`config.mk`:
```
export PLATFORM = sky130hd
export DESIGN_NAME = rv_hart_scheduler
export DESIGN_NICKNAME = d
export VERILOG_FILES = /design/src/rtl/rv_sched_pkg.sv /design/src/rtl/rv_rr_pick.sv /design/src/rtl/rv_hart_scheduler.sv
export SDC_FILE = /design/constraint.sdc
export NUM_CORES = 1
export LEC_CHECK = 0
export BUFFER_PORTS_ARGS = -buffer_cell sky130_fd_sc_hd__buf_2
export CAP_MARGIN = 10
export CORE_MARGIN = 1
export CORE_UTILIZATION = 30
export CTS_CLUSTER_SIZE = 12
export DETAILED_ROUTE_END_ITERATION = 6
export PLACE_DENSITY_LB_ADDON = 0.15
export SETUP_SLACK_MARGIN = 0.05
export SYNTH_ARGS = -nofsm -noshare
export SYNTH_HDL_FRONTEND = slang
export SYNTH_SLANG_ARGS = --single-unit
```
`constraint.sdc`:
```
create_clock -name CLK -period 4.7 [get_ports CLK]
set_input_delay 0.235 -clock CLK [delete_from_list [all_inputs] [get_ports CLK]]
set_output_delay 0.235 -clock CLK [all_outputs]
set_load 0.02 [all_outputs]
```
`src/rtl/rv_sched_pkg.sv`:
```
// rv_sched_pkg: shared types and helpers for the hart scheduler
package rv_sched_pkg;
  typedef enum logic [1:0] {RUN = 2'd0, DRAIN = 2'd1, SWITCH = 2'd2} state_t;
  localparam int DEFAULT_QUANTUM_C = 64;
  function automatic int idx_w(input int n);
    return n > 1 ? $clog2(n) : 1;
  endfunction
endpackage

```
`src/rtl/rv_rr_pick.sv`:
```
// rv_rr_pick: first set mask bit scanning up from start+1 with wrap, start itself excluded
module rv_rr_pick #(
  parameter int N = 2,
  parameter int W = 1
) (
  input  logic [N-1:0] mask,
  input  logic [W-1:0] start,
  output logic         valid,
  output logic [W-1:0] idx
);
  // scan from the far end so the hit nearest to start is written last
  always_comb begin
    valid = 1'b0;
    idx = start;
    for (int k = N - 1; k >= 1; k--)
      if (mask[(int'(start) + k) % N]) begin
        valid = 1'b1;
        idx = W'((int'(start) + k) % N);
      end
  end
endmodule

```
`src/rtl/rv_hart_scheduler.sv`:
```
// rv_hart_scheduler: quantum round-robin hart selector with irq preemption and drain/switch handshake
module rv_hart_scheduler
  import rv_sched_pkg::*;
#(
  parameter int N_HARTS = 2,
  parameter int QW = 8,
  parameter int DEFAULT_QUANTUM = DEFAULT_QUANTUM_C,
  localparam int HW = idx_w(N_HARTS)
) (
  input  logic               CLK,
  input  logic               RST_X,
  input  logic               w_hold,
  input  logic [N_HARTS-1:0] w_boundary,
  input  logic [N_HARTS-1:0] w_retire,
  input  logic [N_HARTS-1:0] w_runnable,
  input  logic [N_HARTS-1:0] w_irq,
  input  logic               w_ic_idle,
  input  logic               w_cfg_we,
  input  logic [HW-1:0]      w_cfg_hart,
  input  logic [QW-1:0]      w_cfg_quantum,
  output logic [HW-1:0]      r_sel,
  output logic [N_HARTS-1:0] r_sel_oh,
  output logic [N_HARTS-1:0] r_core_stall,
  output logic               r_switch,
  output logic               r_idle
);
  state_t state, state_nx;
  logic [QW-1:0] quantum [N_HARTS];
  logic [QW-1:0] cnt;
  logic inf;
  logic [HW-1:0] target, cand, sel_nx, irq_idx, run_idx;
  logic irq_v, run_v, dec, expired, cand_v, reload;

  rv_rr_pick #(.N(N_HARTS), .W(HW)) u_irq_pick (
    .mask(w_irq & w_runnable), .start(r_sel), .valid(irq_v), .idx(irq_idx)
  );

  rv_rr_pick #(.N(N_HARTS), .W(HW)) u_run_pick (
    .mask(w_runnable), .start(r_sel), .valid(run_v), .idx(run_idx)
  );

  // switch decision and next state; inf marks a zero quantum loaded at the last reload
  always_comb begin
    dec = w_boundary[r_sel] && !w_hold;
    expired = cnt == '0 && !inf;
    cand_v = irq_v || ((expired || !w_runnable[r_sel]) && run_v);
    cand = irq_v ? irq_idx : run_idx;
    reload = state == RUN && dec && !cand_v && cnt == '0;
    state_nx = state == RUN ? (dec && cand_v ? DRAIN : RUN) :
               state == DRAIN ? (w_ic_idle ? SWITCH : DRAIN) : RUN;
    sel_nx = state == SWITCH ? target : r_sel;
  end

  // per-hart quantum registers; out-of-range targets are dropped
  always_ff @(posedge CLK or negedge RST_X)
    if (!RST_X)
      for (int i = 0; i < N_HARTS; i++) quantum[i] <= QW'(DEFAULT_QUANTUM);
    else if (w_cfg_we && int'(w_cfg_hart) < N_HARTS)
      quantum[w_cfg_hart] <= w_cfg_quantum;

  // state, quantum counter and registered outputs
  always_ff @(posedge CLK or negedge RST_X)
    if (!RST_X) begin
      state <= RUN;
      target <= '0;
      cnt <= QW'(DEFAULT_QUANTUM);
      inf <= DEFAULT_QUANTUM == 0;
      r_sel <= '0;
      r_sel_oh <= N_HARTS'(1);
      r_core_stall <= ~N_HARTS'(1);
      r_switch <= 1'b0;
      r_idle <= 1'b0;
    end else begin
      state <= state_nx;
      if (state == RUN && dec && cand_v) target <= cand;
      if (state == SWITCH) begin
        cnt <= quantum[target];
        inf <= quantum[target] == '0;
      end else if (reload) begin
        cnt <= quantum[r_sel];
        inf <= quantum[r_sel] == '0;
      end else if (state == RUN && w_retire[r_sel] && cnt != '0 && !inf)
        cnt <= cnt - QW'(1);
      r_sel <= sel_nx;
      r_sel_oh <= N_HARTS'(1) << sel_nx;
      r_core_stall <= state_nx == RUN ? ~(N_HARTS'(1) << sel_nx) : '1;
      r_switch <= state == SWITCH;
      r_idle <= ~|w_runnable;
    end
endmodule

```
==> implementation parameters <==
Parameter                              Value

Run status
  Outcome ... complete, no violations

Timing
  Transition time of the tightest slew-check pin ... 803 ps
  Clk_skew ... 5.51 ps
  Max Fclk ... 362 MHz
  Total count of max-transition violations in the final report ... 0
  Endpoints failing setup ... 0
  Rel. slew slack ... 46.5%
  Final min period ... 2760 ps
  Unrepaired setup endpoints after global routing ... no
  Final period utilization ... 58.7%
  Worst Slack Setup Final ... 1940 ps
  Final total negative setup slack ... 0 ps
  Final-report hold violation count ... 0

Clocking
  Post-CTS Resized ... 0
  Clock tree from TritonCTS ... yes
  Maximum level of the CTS H-tree ... 2
  Clock transition at the registers of the reported paths ... 70 ps
  Clock buffer count from CTS ... 5
  Clock Latency Late Sink ... 280 ps
  Largest buffer count on any clock path ... 2
  Root Driver ... clkbuf_8
  Hold-fix buffers, CTS ... 0
  Post-CTS setup buffers ... 0
  Total clock sinks ... 34

Power and ir drop
  Cell-internal power ... 0.000725 W
  Share of power burned in combinational logic ... 38.5%
  Areal power density over the cells ... 550 nW/um^2
  Switching share of total power ... 38.6%
  Static leakage ... 0.944 nW
  Sequential share of power ... 42.5%
  Portion of total power attributed to the clock network ... 19.0%
  Final total power ... 0.00118 W
  Max IR drop VDD ... 0.000167 V
  Reported net switching power ... 0.000456 W

Drt
  Number of DRC violations after detailed routing ... 0
  Via total after detailed routing ... 1,406
  First-pass detailed-route iteration total ... 4
  Detailed router's first-iteration violation count ... 101
  Number of vias per cell after detailed routing ... 5.13
  Total routed wirelength ... 4.35 mm
  Wire length per cell after detailed routing ... 15.9 um
  Remaining number of nets flagged by the antenna check after routing ... 0

Job
  Max-cap violation count ... 0

Logic synthesis
  List of most frequent post-synthesis cells ... dfrtp_1, mux2_2, mux2i_1, nand2_1, nor2_1
  Yosys warns ... 0
  Synthesized-area fraction occupied by xor and xnor cells ... 2.82%
  Sequential area share after synthesis ... 45.9%
  Most repeated cell in the gate-level netlist after synthesis ... dfrtp_1
  Post-synth top area share ... 38.9%
  Arithmetic-cell share of the synthesized area counting full adders, half adders and majority gates ... 1.34%
  Syn Inst Count ... 170
  Combinational family with the most area after synthesis ... multiplexers
  Compound-gate portion of the synthesized area ... 11.1%
  Syn nets ... 194
  Count of distinct cell types in the synthesized netlist ... 43
  Number of synthesized register bits ... 34
  Library cell with the largest summed area after synthesis ... dfrtp_1
  Largest cells by area after synthesis ... dfrtp_1, mux2_2, mux2i_1, dfstp_2, nand2_1
  Most used DFF post-synth ... dfrtp_1
  Mux share of post-synthesis cell area ... 20.6%
  Area fraction in and, or, nand and nor cells after synthesis ... 14.0%
  Syn Area/Cell ... 11.0 sq um
  EDFF count, synth ... 0
  Share of synthesized registers carrying an async set or reset ... 100%
  Cell Area, Synth ... 1870 sq um

Setup path
  Endpoint required time on the critical path ... 4870 ps
  Cell class contributing the biggest share of worst-path delay ... simple AND/OR/NAND/NOR gates
  Critical path buffer and inverter count ... 0
  CP cell instances ... mux2i_1 > or4_4 > or3_1 > o311a_1 > mux2_2
  Category of the worst setup path launch point ... register
  Max stage delay cell, worst path ... dfrtp_1
  Critical Path Source ... r_sel
  CP max stage delay ... 870 ps
  Nature of the critical path endpoint ... register
  Data arrival time of the worst path ... 2930 ps
  Setup CP Type ... reg2reg
  Largest driver fanout on the critical path ... 20
  Critical R2R Launch ... r_sel

Global routing
  Initial antenna violation count ... 0
  Global routing usage summed across all routing layers ... 14.8%
  Largest net degree at the start of global routing ... 35
  Overflow left after global routing ... 0
  Vias in the first global route ... 1,419
  Global-route wire length before repair ... 7.27 mm

Hold path
  HP Class ... in2async

Floorplanning
  Core area ... 5960 sq um
  Number of I/O pins ... 29
  DIE WIDTH ... 80.9 um
  Initial cell density of the core ... 31.3%
  Number of placement rows ... 28
  Die outline area ... 6540 sq um
  Height of the chip ... 80.9 um

Final layout
  Layout net count ... 222
  Area added between synthesis and finish ... 15.0%
  Antenna Cells ... 0
  Proportion of layout cells with a drive suffix above 1 ... 31.2%

Placed design
  HPWL after DPL ... 3.29 mm
  Number of port buffers ... 28
  Setup slack at placement ... 1950 ps
  Placer congestion estimate ... 0.802
-- sequential cells by signal, indices dropped and copies added, names as in the netlist --
name	flops
r_switch	1
r_idle	1
cnt	8
quantum	16
state	2
inf	1
r_sel_oh	1
r_core_stall	2
target	1
r_sel	1
-- per-stage QoR --
stage | std cells | hold slack (ps) | util (%) | cell area (sq um)
floorplan | 170 | -60.6 | - | 1870
global placement | 266 | 335 | 34.5 | 2050
detailed placement | 266 | 357 | 34.5 | 2050
CTS | 274 | 48.6 | 36.0 | 2150
global route | 274 | 75.5 | 36.0 | 2150
finish | 274 | 16.9 | 36.0 | 2150
-- power by group through the flow --
stage | logic (W) | clock network [W] | registers (W)
final | 0.000455 | 0.000224 | 0.000502
after global routing | 0.000505 | 0.000248 | 0.000513
after CTS | 0.000458 | 0.000230 | 0.000501
after detailed placement | 0.000453 | 0 | 0.000507
after global placement | 0.000453 | 0 | 0.000499
after floorplan | 0.000367 | 0 | 0.000469
-- layer usage --
metal	GRT usage (%)	routed length [um]	vias up
met1	19.9	2050	690
li1	-	-	679
met2	23.2	2050	31
met4	5.36	54	0
met5	0	0	-
met3	3.48	189	6
-- cell type report --
class	count	area, sq um
flip-flops and latches	34	857
multi-input cells	120	930
inverters	9	33.8
clock inverters	1	5.00
repair buffers	28	140
clock buffers	7	86.3
fillers	608	3810
well taps	75	93.8
-- logic make-up after synthesis --
| kind of cell | Yosys count |
|---|---|
| AOI/OAI and AO/OA | 28 |
| xor gates and xnor gates | 6 |
| adders and majority gates | 2 |
| buffers and inverters | 16 |
| DFF | 34 |
| muxes | 36 |
| and+or+nand+nor | 48 |
-- worst paths after layout --
check | depth (start not counted) | slack (ps) | to
worst min-delay path | 1 | 20 | r_idle
worst min register to register | 1 | 560 | quantum[8]
max in group asynchronous | 1 | 4190 | r_sel
worst max register to register | 5 | 1940 | cnt[3]
worst max-delay path | 5 | 1940 | cnt[3]
min in group CLK | 2 | 130 | r_idle
-- layout by cell type (no fill, tap or decap), types with 3 or more instances in the layout --
cell      netlist  final
a21oi_1         3      3
a221o_1         3      3
and2_1          3      3
buf_2           0     28
clkbuf_8        0      6
dfrtp_1        29     29
dfstp_2         5      5
inv_1           8      8
mux2_2         19     19
mux2i_1        17     17
nand2_1        12     12
nor2_1          9      9
nor2b_1         4      4
nor3_1          3      3
nor4_1          4      4
o21ai_0         5      5
xnor2_1         5      5
Note: power is estimated with default switching activity, not from simulation.
